$ cat src/rtl/apb_multi_pkg.sv
// Shared types and constants for the multi-requester APB master bridge.
// Latency: n/a (declarations only).
// Backpressure: n/a.
package apb_multi_pkg;

    // Transfer sequencing: IDLE arbitrates, SETUP drives psel, ACCESS waits for pready.
    typedef enum logic [1:0] {
        IDLE   = 2'd0,
        SETUP  = 2'd1,
        ACCESS = 2'd2
    } apb_state_e;

    // Widest supported APB data bus; narrower buses use the low bits of the record.
    localparam int MAX_DATA_W  = 32;

    // Counter width for the default wait-state limit.
    localparam int DEF_TIMEOUT = 16;
    localparam int CNT_W       = $clog2(DEF_TIMEOUT + 1);

    // Completion record handed back to the owning channel.
    typedef struct packed {
        logic [MAX_DATA_W-1:0] rdata;
        logic                  error;
    } apb_rsp_t;

    // Counter width for an arbitrary wait-state limit.
    function automatic int cnt_width(input int timeout);
        return $clog2(timeout + 1);
    endfunction

endpackage

$ cat src/rtl/apb_rr_arbiter.sv
// Round-robin arbiter: req vector + enable in, one-hot grant out.
// Latency: combinational grant; the pointer updates on the clock edge after a grant.
// Backpressure: none; en=0 suppresses every grant and freezes the pointer.
//
// Ports:
//   clk, rstn  clock and synchronous active-low reset
//   req        per-channel request
//   en         arbitration enable
//   grant      one-hot grant (all zero when en=0 or no request)
module apb_rr_arbiter #(
    parameter int NUM_CH = 4
) (
    input  logic              clk,
    input  logic              rstn,
    input  logic [NUM_CH-1:0] req,
    input  logic              en,
    output logic [NUM_CH-1:0] grant
);

    localparam int PTR_W = (NUM_CH > 1) ? $clog2(NUM_CH) : 1;

    // ptr_q holds the channel where the next search starts, i.e. last_grant+1.
    // Resetting it to 0 makes channel 0 win first after reset.
    logic [PTR_W-1:0] ptr_q;
    logic [PTR_W-1:0] ptr_d;
    logic             found;
    int               idx;
    int               nxt;

    always_comb begin
        grant = '0;
        ptr_d = ptr_q;
        found = 1'b0;
        idx   = 0;
        nxt   = 0;
        for (int i = 0; i < NUM_CH; i++) begin
            idx = int'(ptr_q) + i;
            if (idx >= NUM_CH) begin
                idx = idx - NUM_CH;
            end
            if (en && !found && req[idx[PTR_W-1:0]]) begin
                found                  = 1'b1;
                grant[idx[PTR_W-1:0]]  = 1'b1;
                nxt                    = idx + 1;
                if (nxt >= NUM_CH) begin
                    nxt = 0;
                end
                ptr_d = nxt[PTR_W-1:0];
            end
        end
    end

    always_ff @(posedge clk) begin
        if (!rstn) begin
            ptr_q <= '0;
        end else begin
            ptr_q <= ptr_d;
        end
    end

endmodule

$ cat src/rtl/apb_multi_master.sv
// APB master bridge: NUM_CH local requesters share one APB bus via round-robin.
// Latency: accept at T, SETUP T+1, ACCESS T+2.., one-cycle response the cycle after ACCESS ends.
// Backpressure: cmd_ready pulses only in IDLE; responses have no backpressure.
//
// Optional feature macro: APB_WSTRB_EN adds cmd_strb / pstrb (pstrb forced to 0 on reads).
//
// Ports:
//   clk, rstn                      clock, synchronous active-low reset
//   cmd_valid/cmd_ready            per-channel request handshake (ready is a one-hot pulse)
//   cmd_write/cmd_addr/cmd_wdata   per-channel command fields, channel i at [i*W +: W]
//   rsp_valid/rsp_rdata/rsp_error  one-hot, one-cycle completion with shared data/error
//   paddr/psel/penable/pwrite/pwdata/prdata/pready/pslverr  APB bus
module apb_multi_master
    import apb_multi_pkg::*;
#(
    parameter int NUM_CH  = 4,
    parameter int ADDR_W  = 32,
    parameter int DATA_W  = 32,
    parameter int TIMEOUT = 16
) (
    input  logic                       clk,
    input  logic                       rstn,
    input  logic [NUM_CH-1:0]          cmd_valid,
    output logic [NUM_CH-1:0]          cmd_ready,
    input  logic [NUM_CH-1:0]          cmd_write,
    input  logic [NUM_CH*ADDR_W-1:0]   cmd_addr,
    input  logic [NUM_CH*DATA_W-1:0]   cmd_wdata,
`ifdef APB_WSTRB_EN
    input  logic [NUM_CH*DATA_W/8-1:0] cmd_strb,
`endif
    output logic [NUM_CH-1:0]          rsp_valid,
    output logic [DATA_W-1:0]          rsp_rdata,
    output logic                       rsp_error,
    output logic [ADDR_W-1:0]          paddr,
    output logic                       psel,
    output logic                       penable,
    output logic                       pwrite,
    output logic [DATA_W-1:0]          pwdata,
`ifdef APB_WSTRB_EN
    output logic [DATA_W/8-1:0]        pstrb,
`endif
    input  logic [DATA_W-1:0]          prdata,
    input  logic                       pready,
    input  logic                       pslverr
);

    localparam int CW = cnt_width(TIMEOUT);

    apb_state_e          state_q, state_d;
    logic [CW-1:0]       cnt_q, cnt_d;
    logic [ADDR_W-1:0]   paddr_q, paddr_d;
    logic                pwrite_q, pwrite_d;
    logic [DATA_W-1:0]   pwdata_q, pwdata_d;
    logic [NUM_CH-1:0]   owner_q, owner_d;
    logic [NUM_CH-1:0]   rsp_vld_q, rsp_vld_d;
    apb_rsp_t            rsp_q, rsp_d;

    logic [NUM_CH-1:0]   grant;
    logic                arb_en;
    logic [ADDR_W-1:0]   sel_addr;
    logic [DATA_W-1:0]   sel_wdata;
    logic                sel_write;

`ifdef APB_WSTRB_EN
    logic [DATA_W/8-1:0] pstrb_q, pstrb_d;
    logic [DATA_W/8-1:0] sel_strb;
`endif

    // Arbitration only happens in IDLE and never while reset is asserted, so
    // cmd_ready stays 0 during reset even with requests pending.
    assign arb_en = rstn && (state_q == IDLE);

    apb_rr_arbiter #(
        .NUM_CH (NUM_CH)
    ) u_arb (
        .clk   (clk),
        .rstn  (rstn),
        .req   (cmd_valid),
        .en    (arb_en),
        .grant (grant)
    );

    // Pick the granted channel's command fields (grant is one-hot or zero).
    always_comb begin
        sel_addr  = '0;
        sel_wdata = '0;
        sel_write = 1'b0;
`ifdef APB_WSTRB_EN
        sel_strb  = '0;
`endif
        for (int i = 0; i < NUM_CH; i++) begin
            if (grant[i]) begin
                sel_addr  = cmd_addr[i*ADDR_W +: ADDR_W];
                sel_wdata = cmd_wdata[i*DATA_W +: DATA_W];
                sel_write = cmd_write[i];
`ifdef APB_WSTRB_EN
                sel_strb  = cmd_strb[i*(DATA_W/8) +: (DATA_W/8)];
`endif
            end
        end
    end

    // Next-state and datapath. APB address/data/direction regs load only on a
    // grant, which keeps them stable for the whole SETUP/ACCESS window.
    always_comb begin
        state_d   = state_q;
        cnt_d     = cnt_q;
        paddr_d   = paddr_q;
        pwrite_d  = pwrite_q;
        pwdata_d  = pwdata_q;
        owner_d   = owner_q;
        rsp_vld_d = '0;
        rsp_d     = '0;
`ifdef APB_WSTRB_EN
        pstrb_d   = pstrb_q;
`endif
        case (state_q)
            IDLE: begin
                if (|grant) begin
                    paddr_d  = sel_addr;
                    pwrite_d = sel_write;
                    pwdata_d = sel_wdata;
                    owner_d  = grant;
`ifdef APB_WSTRB_EN
                    // APB4: strobes must be low on reads.
                    pstrb_d  = sel_write ? sel_strb : '0;
`endif
                    state_d  = SETUP;
                end
            end
            SETUP: begin
                cnt_d   = '0;
                state_d = ACCESS;
            end
            ACCESS: begin
                if (pready) begin
                    rsp_vld_d   = owner_q;
                    rsp_d.rdata = pwrite_q ? '0 : MAX_DATA_W'(prdata);
                    rsp_d.error = pslverr;
                    cnt_d       = '0;
                    state_d     = IDLE;
                end else if (cnt_q == CW'(TIMEOUT - 1)) begin
                    // Wait-state limit reached: abandon the transfer with an error.
                    rsp_vld_d   = owner_q;
                    rsp_d.error = 1'b1;
                    cnt_d       = '0;
                    state_d     = IDLE;
                end else begin
                    cnt_d = cnt_q + CW'(1);
                end
            end
            default: begin
                state_d = IDLE;
            end
        endcase
    end

    always_ff @(posedge clk) begin
        if (!rstn) begin
            state_q   <= IDLE;
            cnt_q     <= '0;
            paddr_q   <= '0;
            pwrite_q  <= 1'b0;
            pwdata_q  <= '0;
            owner_q   <= '0;
            rsp_vld_q <= '0;
            rsp_q     <= '0;
`ifdef APB_WSTRB_EN
            pstrb_q   <= '0;
`endif
        end else begin
            state_q   <= state_d;
            cnt_q     <= cnt_d;
            paddr_q   <= paddr_d;
            pwrite_q  <= pwrite_d;
            pwdata_q  <= pwdata_d;
            owner_q   <= owner_d;
            rsp_vld_q <= rsp_vld_d;
            rsp_q     <= rsp_d;
`ifdef APB_WSTRB_EN
            pstrb_q   <= pstrb_d;
`endif
        end
    end

    assign cmd_ready = grant;
    assign psel      = (state_q != IDLE);
    assign penable   = (state_q == ACCESS);
    assign paddr     = paddr_q;
    assign pwrite    = pwrite_q;
    assign pwdata    = pwdata_q;
`ifdef APB_WSTRB_EN
    assign pstrb     = pstrb_q;
`endif
    assign rsp_valid = rsp_vld_q;
    assign rsp_rdata = rsp_q.rdata[DATA_W-1:0];
    assign rsp_error = rsp_q.error;

endmodule

$ cat config.mk
export PLATFORM = sky130hd
export DESIGN_NAME = apb_multi_master
export DESIGN_NICKNAME = d
export VERILOG_FILES = /design/src/rtl/apb_multi_pkg.sv /design/src/rtl/apb_rr_arbiter.sv /design/src/rtl/apb_multi_master.sv
export SDC_FILE = /design/constraint.sdc
export NUM_CORES = 1
export LEC_CHECK = 0
export BUFFER_PORTS_ARGS = -buffer_cell sky130_fd_sc_hd__buf_2
export CAP_MARGIN = 20
export CORE_AREA = 2 2 157 159
export CTS_CLUSTER_SIZE = 14
export DETAILED_ROUTE_END_ITERATION = 12
export DIE_AREA = 0 0 159 161
export PLACE_DENSITY_LB_ADDON = 0.05
export SYNTH_ARGS = -nofsm -noshare
export SYNTH_HDL_FRONTEND = slang
export SYNTH_SLANG_ARGS = --single-unit
$ cat constraint.sdc
create_clock -name clk -period 7.37 [get_ports clk]
set_clock_uncertainty 0.1 [all_clocks]
set_input_delay 0.3685 -clock clk [delete_from_list [all_inputs] [get_ports clk]]
set_output_delay 0.3685 -clock clk [all_outputs]
set_load 0.03 [all_outputs]
### Word-level counts from Yosys, hierarchy flattened

Index checks and enable logic that the tools add are counted.

* equality and inequality tests: 5
* bitwise operators: 6
* reductions and logical operators: 24
* order comparisons: 16
* add/sub/neg operators: 12
* muxes and demuxes: 58

Operators by type and width (count)
* $mux W32: 12
* $ge A32 B4 Y1 const B: 7
* $add A32 B2 Y32 const B: 4
* $sub A32 B4 Y32 const B: 3
* $mux W4: 6
* $mux W2: 11
* $mux W1: 17
* $logic_and A1 B1 Y1: 12
* $lt A2 B3 Y1 const B: 4
* $or A4 B4 Y4: 3
* $mux W5: 2
* $pmux W5 S2: 1
* $bmux W1 S2: 4
* $demux W1 S2: 4
* $ge A2 B1 Y1 const B: 4
* $reduce_or A4 Y1: 2
* $add A2 B2 Y3 const B: 2
* $pmux W2 S3: 1
* $reduce_and A2 Y1: 3
* $add A5 B1 Y5 const B: 1
* $eq A5 B4 Y1 const B: 1
* $reduce_bool A2 Y1: 2
* $reduce_bool A4 Y1: 1
* $sub A2 B3 Y4 const B: 1
* other kinds (9): 13

* bits in registers: 115
* input bits: 300
* logic and storage cells: 131
* output and inout bits: 108

### Longest topological paths before layout

* depth after elaboration: 22
* gate-level depth with buffers: 14
* mapped depth without buffers: 9

### By module

A second synthesis with hierarchy kept.

* cell total of the unflattened synthesis: 584
* area, all modules: 5441.5 um^2

By module, submodules not included
* apb_multi_master: area an instance 4946.0 um^2, cells each 530, instances 1, seq. area each 2262.2 um^2
* apb_rr_arbiter: area an instance 495.5 um^2, cells each 54, instances 1, seq. area each 40.0 um^2

### Worst setup path after synthesis

No wires, ideal clock.

* path type: flip-flop to flip-flop
* from: reg u_arb.ptr_q[1]
* to: reg paddr_q[10], in the netlist paddr[10]
* setup slack: 3.768 ns
* data arrival time: 3.384 ns
* path buffers: 3
* cell stages (with the launch flop): 13
* library setup time: 0.117 ns
* clock period less this slack: 3.602 ns
* required time: 7.153 ns
* cells stage by stage: dfxtp_1 clkbuf_1 inv_1 ha_1 mux4_2 nand2b_1 nor3_2 a221o_1 nor2b_1 buf_2 clkbuf_1 a221o_1 a32o_1

* longest elaborated chain between the ends: 22
* elaborated cells between the ends (all ways): 69
* those cells by class: 7 x add/sub; 12 x order compare; 31 x mux; 3 x bitwise; 16 x reduce/logical

Ends and longest elaborated chain
* start, declared: line apb_rr_arbiter.sv:24 `logic [PTR_W-1:0] ptr_q;`
* start signal, assigned: line apb_rr_arbiter.sv:57 `ptr_q <= ptr_d;`
* branches (longest 17 deep; another with $sub A32 B4 Y32)
* $mux W4 (*): line apb_rr_arbiter.sv:41 `if (en && !found && req[idx[PTR_W-1:0]]) begin`
* net cmd_ready[0]: line apb_multi_master.sv:24 `output logic [NUM_CH-1:0] cmd_ready,`
* $mux W32 (4 in series): line apb_multi_master.sv:92 `if (grant[i]) begin`
* end signal, assigned: line apb_multi_master.sv:174 `paddr_q <= paddr_d;`
* end, declared: line apb_multi_master.sv:51 `logic [ADDR_W-1:0] paddr_q, paddr_d;`

Mark *: on every way through the listed nets, which the timed path passes. The select of a mux whose other input is x is not followed.
A chain may end at the register's enable or synchronous reset.

### Worst setup path after layout

* from: reg u_arb.ptr_q[0]
* to: reg pwrite_q, in the netlist pwrite

* longest elaborated chain between the ends: 22
* elaborated cells between the ends (all ways): 69
* those cells by class: 7 x add/sub; 12 x order compare; 31 x mux; 3 x bitwise; 16 x reduce/logical

Ends and longest elaborated chain
* branches (longest 17 deep; another with $sub A32 B4 Y32)
* $mux W4 (*): line apb_rr_arbiter.sv:41
* $mux W1 (4 in series): line apb_multi_master.sv:92
* end signal, assigned: line apb_multi_master.sv:175 `pwrite_q <= pwrite_d;`
* end, declared: line apb_multi_master.sv:52 `logic pwrite_q, pwrite_d;`

Mark *: on every way between the ends. The select of a mux whose other input is x is not followed.

==> results.yml <==
pwr:
  powerDensity_nw_per_um2: 397
  p_leak_nw: 4.12
  ir_drop_mv: 0.388
  p_total_mw: 3.48
synth:
  async_flop_share: 0
  ys_types: 37
  syn_nets: 905
  synth_edf_count: 0
  syn_area_um2: 5900
  synth_cells: 592
  yosysWarnings: 0
  synth_top_flop_cell: "dfxtp_1"
  synth-seq-area-share: 0.390
  avgSynthCellArea_um2: 9.97
  ys_ff_latch: 115
final_layout:
  final_nets: 1273
  layout-drive-gt1-share: 0.473
  syn2layout_area_growth_pct: 48.3
  final_area_um2: 8760
  instances_no_fill: 1300
critical_path:
  critPathCaptureType: "flip-flop"
  criticalPathCategory: "reg -> reg"
  start_kind: "flip-flop"
  reg2reg_slack_ns: 2.60
  worstPathMaxFanout: 69
  regToRegEndpoint: "pwrite"
  reg2regPathDepth: 9
  rr_startpoint: "u_arb.ptr_q[0]"
  critPathArrivalTime_ns: 5.03
  cp.required_ns: 7.62
die:
  die_area_um2: 25600
  ios: 408
  core_um2: 24000
  start_util: 0.246
  rows: 57
  die_y_um: 161
  die_x_um: 159
timing:
  maxClockFrequency_mhz: 210
  min_period_ns: 4.77
  worst_slew_pin_slew_ns: 0.975
  fin_setup_tns_ns: 0
  setup_viol: 0
  fin_ws_ns: 2.60
  rsz0062_at_grt: "false"
  hold_viol_final: 0
  period_share: 0.648
  finalMaxSlewViolations: 0
  slew_headroom: 0.350
place:
  io_buffers: 407
  dpl.cell_count: 1265
  place_congestion: 0.753
  place_area_um2: 8180
  dpl.hpwl_um: 18800
  post-place-ws_ns: 2.53
worst_hold_path:
  hold_end: "rsp_rdata[7]"
  min_path_type: "in -> reg"
  min_path_cells: 2
  hp-start: "prdata[7]"
cts:
  postCtsSetupBuffers: 0
  cts_buffers: 17
  clkSinkCount: 115
  cts_tree: "done"
  path_clk_slew_ns: 0.07
  cts.repair.resized: 0
  htree_levels: 4
  hold_buffers: 0
  root_buffer: "clkbuf_16"
  clock_latency_ns: 0.42
  clk_path_buf_depth: 2
global_routing:
  grt_pass1_vias: 6481
  antenna_found_initial: 6
  track_usage: 0.195
  grt_start_max_net_pins: 71
  overflow: 0
  grt_pass1_wl_um: 38500
detailed_routing:
  via_per_inst: 4.95
  finalWirelength_um: 26100
  drc: 0
  avgRoutedWirePerCell_um: 20.1
  antenna_left: 0
  drtIter0Drc: 354
  dr.pass1.iters: 6
  vias: 6431
flow_run:
  drv_cap: 0
status:
  outcome: "finished, final reports clean"
[synth_stat cells, types with 2 or more instances]
cell type	n	area share
buf_1	5	0.0032
a22o_1	66	0.098
and2_1	37	0.039
nand2_1	16	0.010
nor3_1	5	0.0042
and3_1	4	0.0042
a21oi_1	13	0.011
nand2b_1	68	0.072
nor2_1	14	0.0089
o21ai_0	2	0.0017
mux2i_1	6	0.010
mux4_2	4	0.015
nor2b_1	2	0.0021
dfxtp_1	115	0.39
a221o_1	69	0.12
nand3b_1	4	0.0051
buf_2	17	0.014
ha_1	13	0.028
a32o_1	65	0.11
inv_1	8	0.0051
clkbuf_1	43	0.027
[layout make-up]
class	instances	area [um2]
Tap cell	324	405
Antenna cell	3	7.51
Inverter	9	33.8
Clock inverter	14	134
Timing Repair Buffer	414	2090
Sequential cell	115	2300
Clock buffer	18	439
Fill cell	2565	15200
Multi-Input combinational cell	403	3350
[worst max path at each step]
stage / startpoint / to / slack (ns) / cells past startpoint
floorplan: u_arb.ptr_q[1] / paddr[10] / 3.77 / 12
global placement: u_arb.ptr_q[0] / paddr[17] / 2.60 / 9
detailed placement: u_arb.ptr_q[0] / paddr[9] / 2.53 / 9
CTS: u_arb.ptr_q[0] / pwdata[22] / 2.53 / 9
global route: u_arb.ptr_q[0] / paddr[13] / 2.20 / 9
finish: u_arb.ptr_q[0] / pwrite / 2.60 / 9
[sequential cells by signal (all words and copies together) (netlist names), 2 cells and up]
signal       flops
owner_q          4
state_q          2
rsp_rdata       32
pwdata          32
u_arb.ptr_q      2
paddr           32
cnt_q            5
rsp_valid        4
[cell usage in the layout (no fill, tap or decap), drive strengths merged, types with 2 or more instances in the layout]
master	n
clkbuf	18
nor4	2
a221o	69
nand2b	68
a32o	65
and3	4
nand3b	4
a21oi	13
and2	37
mux4	4
dfxtp	115
inv	17
diode	3
nor3	6
nand2	16
a22o	66
o21ai	2
clkinv	5
nor2b	2
mux2i	6
nor2	14
buf	414
ha	13
[power by group]
part           switching, mW  total (mW)  internal [mW]
Combinational           1.16        1.90          0.732
Sequential            0.0585       0.777          0.719
Clock                  0.353       0.808          0.455
Total                   1.58        3.48           1.91
[logic make-up after synthesis]
group / synth area share
AOI/OAI and AO/OA: 0.346
and+or+nand+nor: 0.157
DFF: 0.390
buffers and inverters: 0.0506
adders and majority gates: 0.0275
muxes: 0.0273
xor gates and xnor gates: 0.00148
[critical path: stages, from the launching register on]
cell,delay [ns]
dfxtp_1,0.63
inv_1,0.21
ha_1,0.41
mux4_2,0.44
nor3_2,0.48
a221o_4,0.89
nor4_4,0.10
nor2_4,0.56
buf_4,0.60
a32o_1,0.25
[metrics by stage]
stage | hold slack [ns] | utilization
2_1_floorplan | 0.330 | -
3_3_place_gp | 0.345 | 0.341
3_5_place_dp | 0.343 | 0.341
4_1_cts | 0.00968 | 0.365
5_1_grt | 0.0153 | 0.365
6_report | 0.0337 | 0.365
[routing by layer]
| layer | GRT usage | up-vias | part of all wire |
|---|---|---|---|
| met1 | 0.228 | 3031 | 0.42 |
| met5 | 0 | - | 0.0016 |
| met4 | 0.0533 | 6 | 0.013 |
| li1 | - | 3073 | - |
| met3 | 0.0681 | 23 | 0.079 |
| met2 | 0.341 | 298 | 0.49 |
Note: power is estimated with default switching activity, not from simulation.
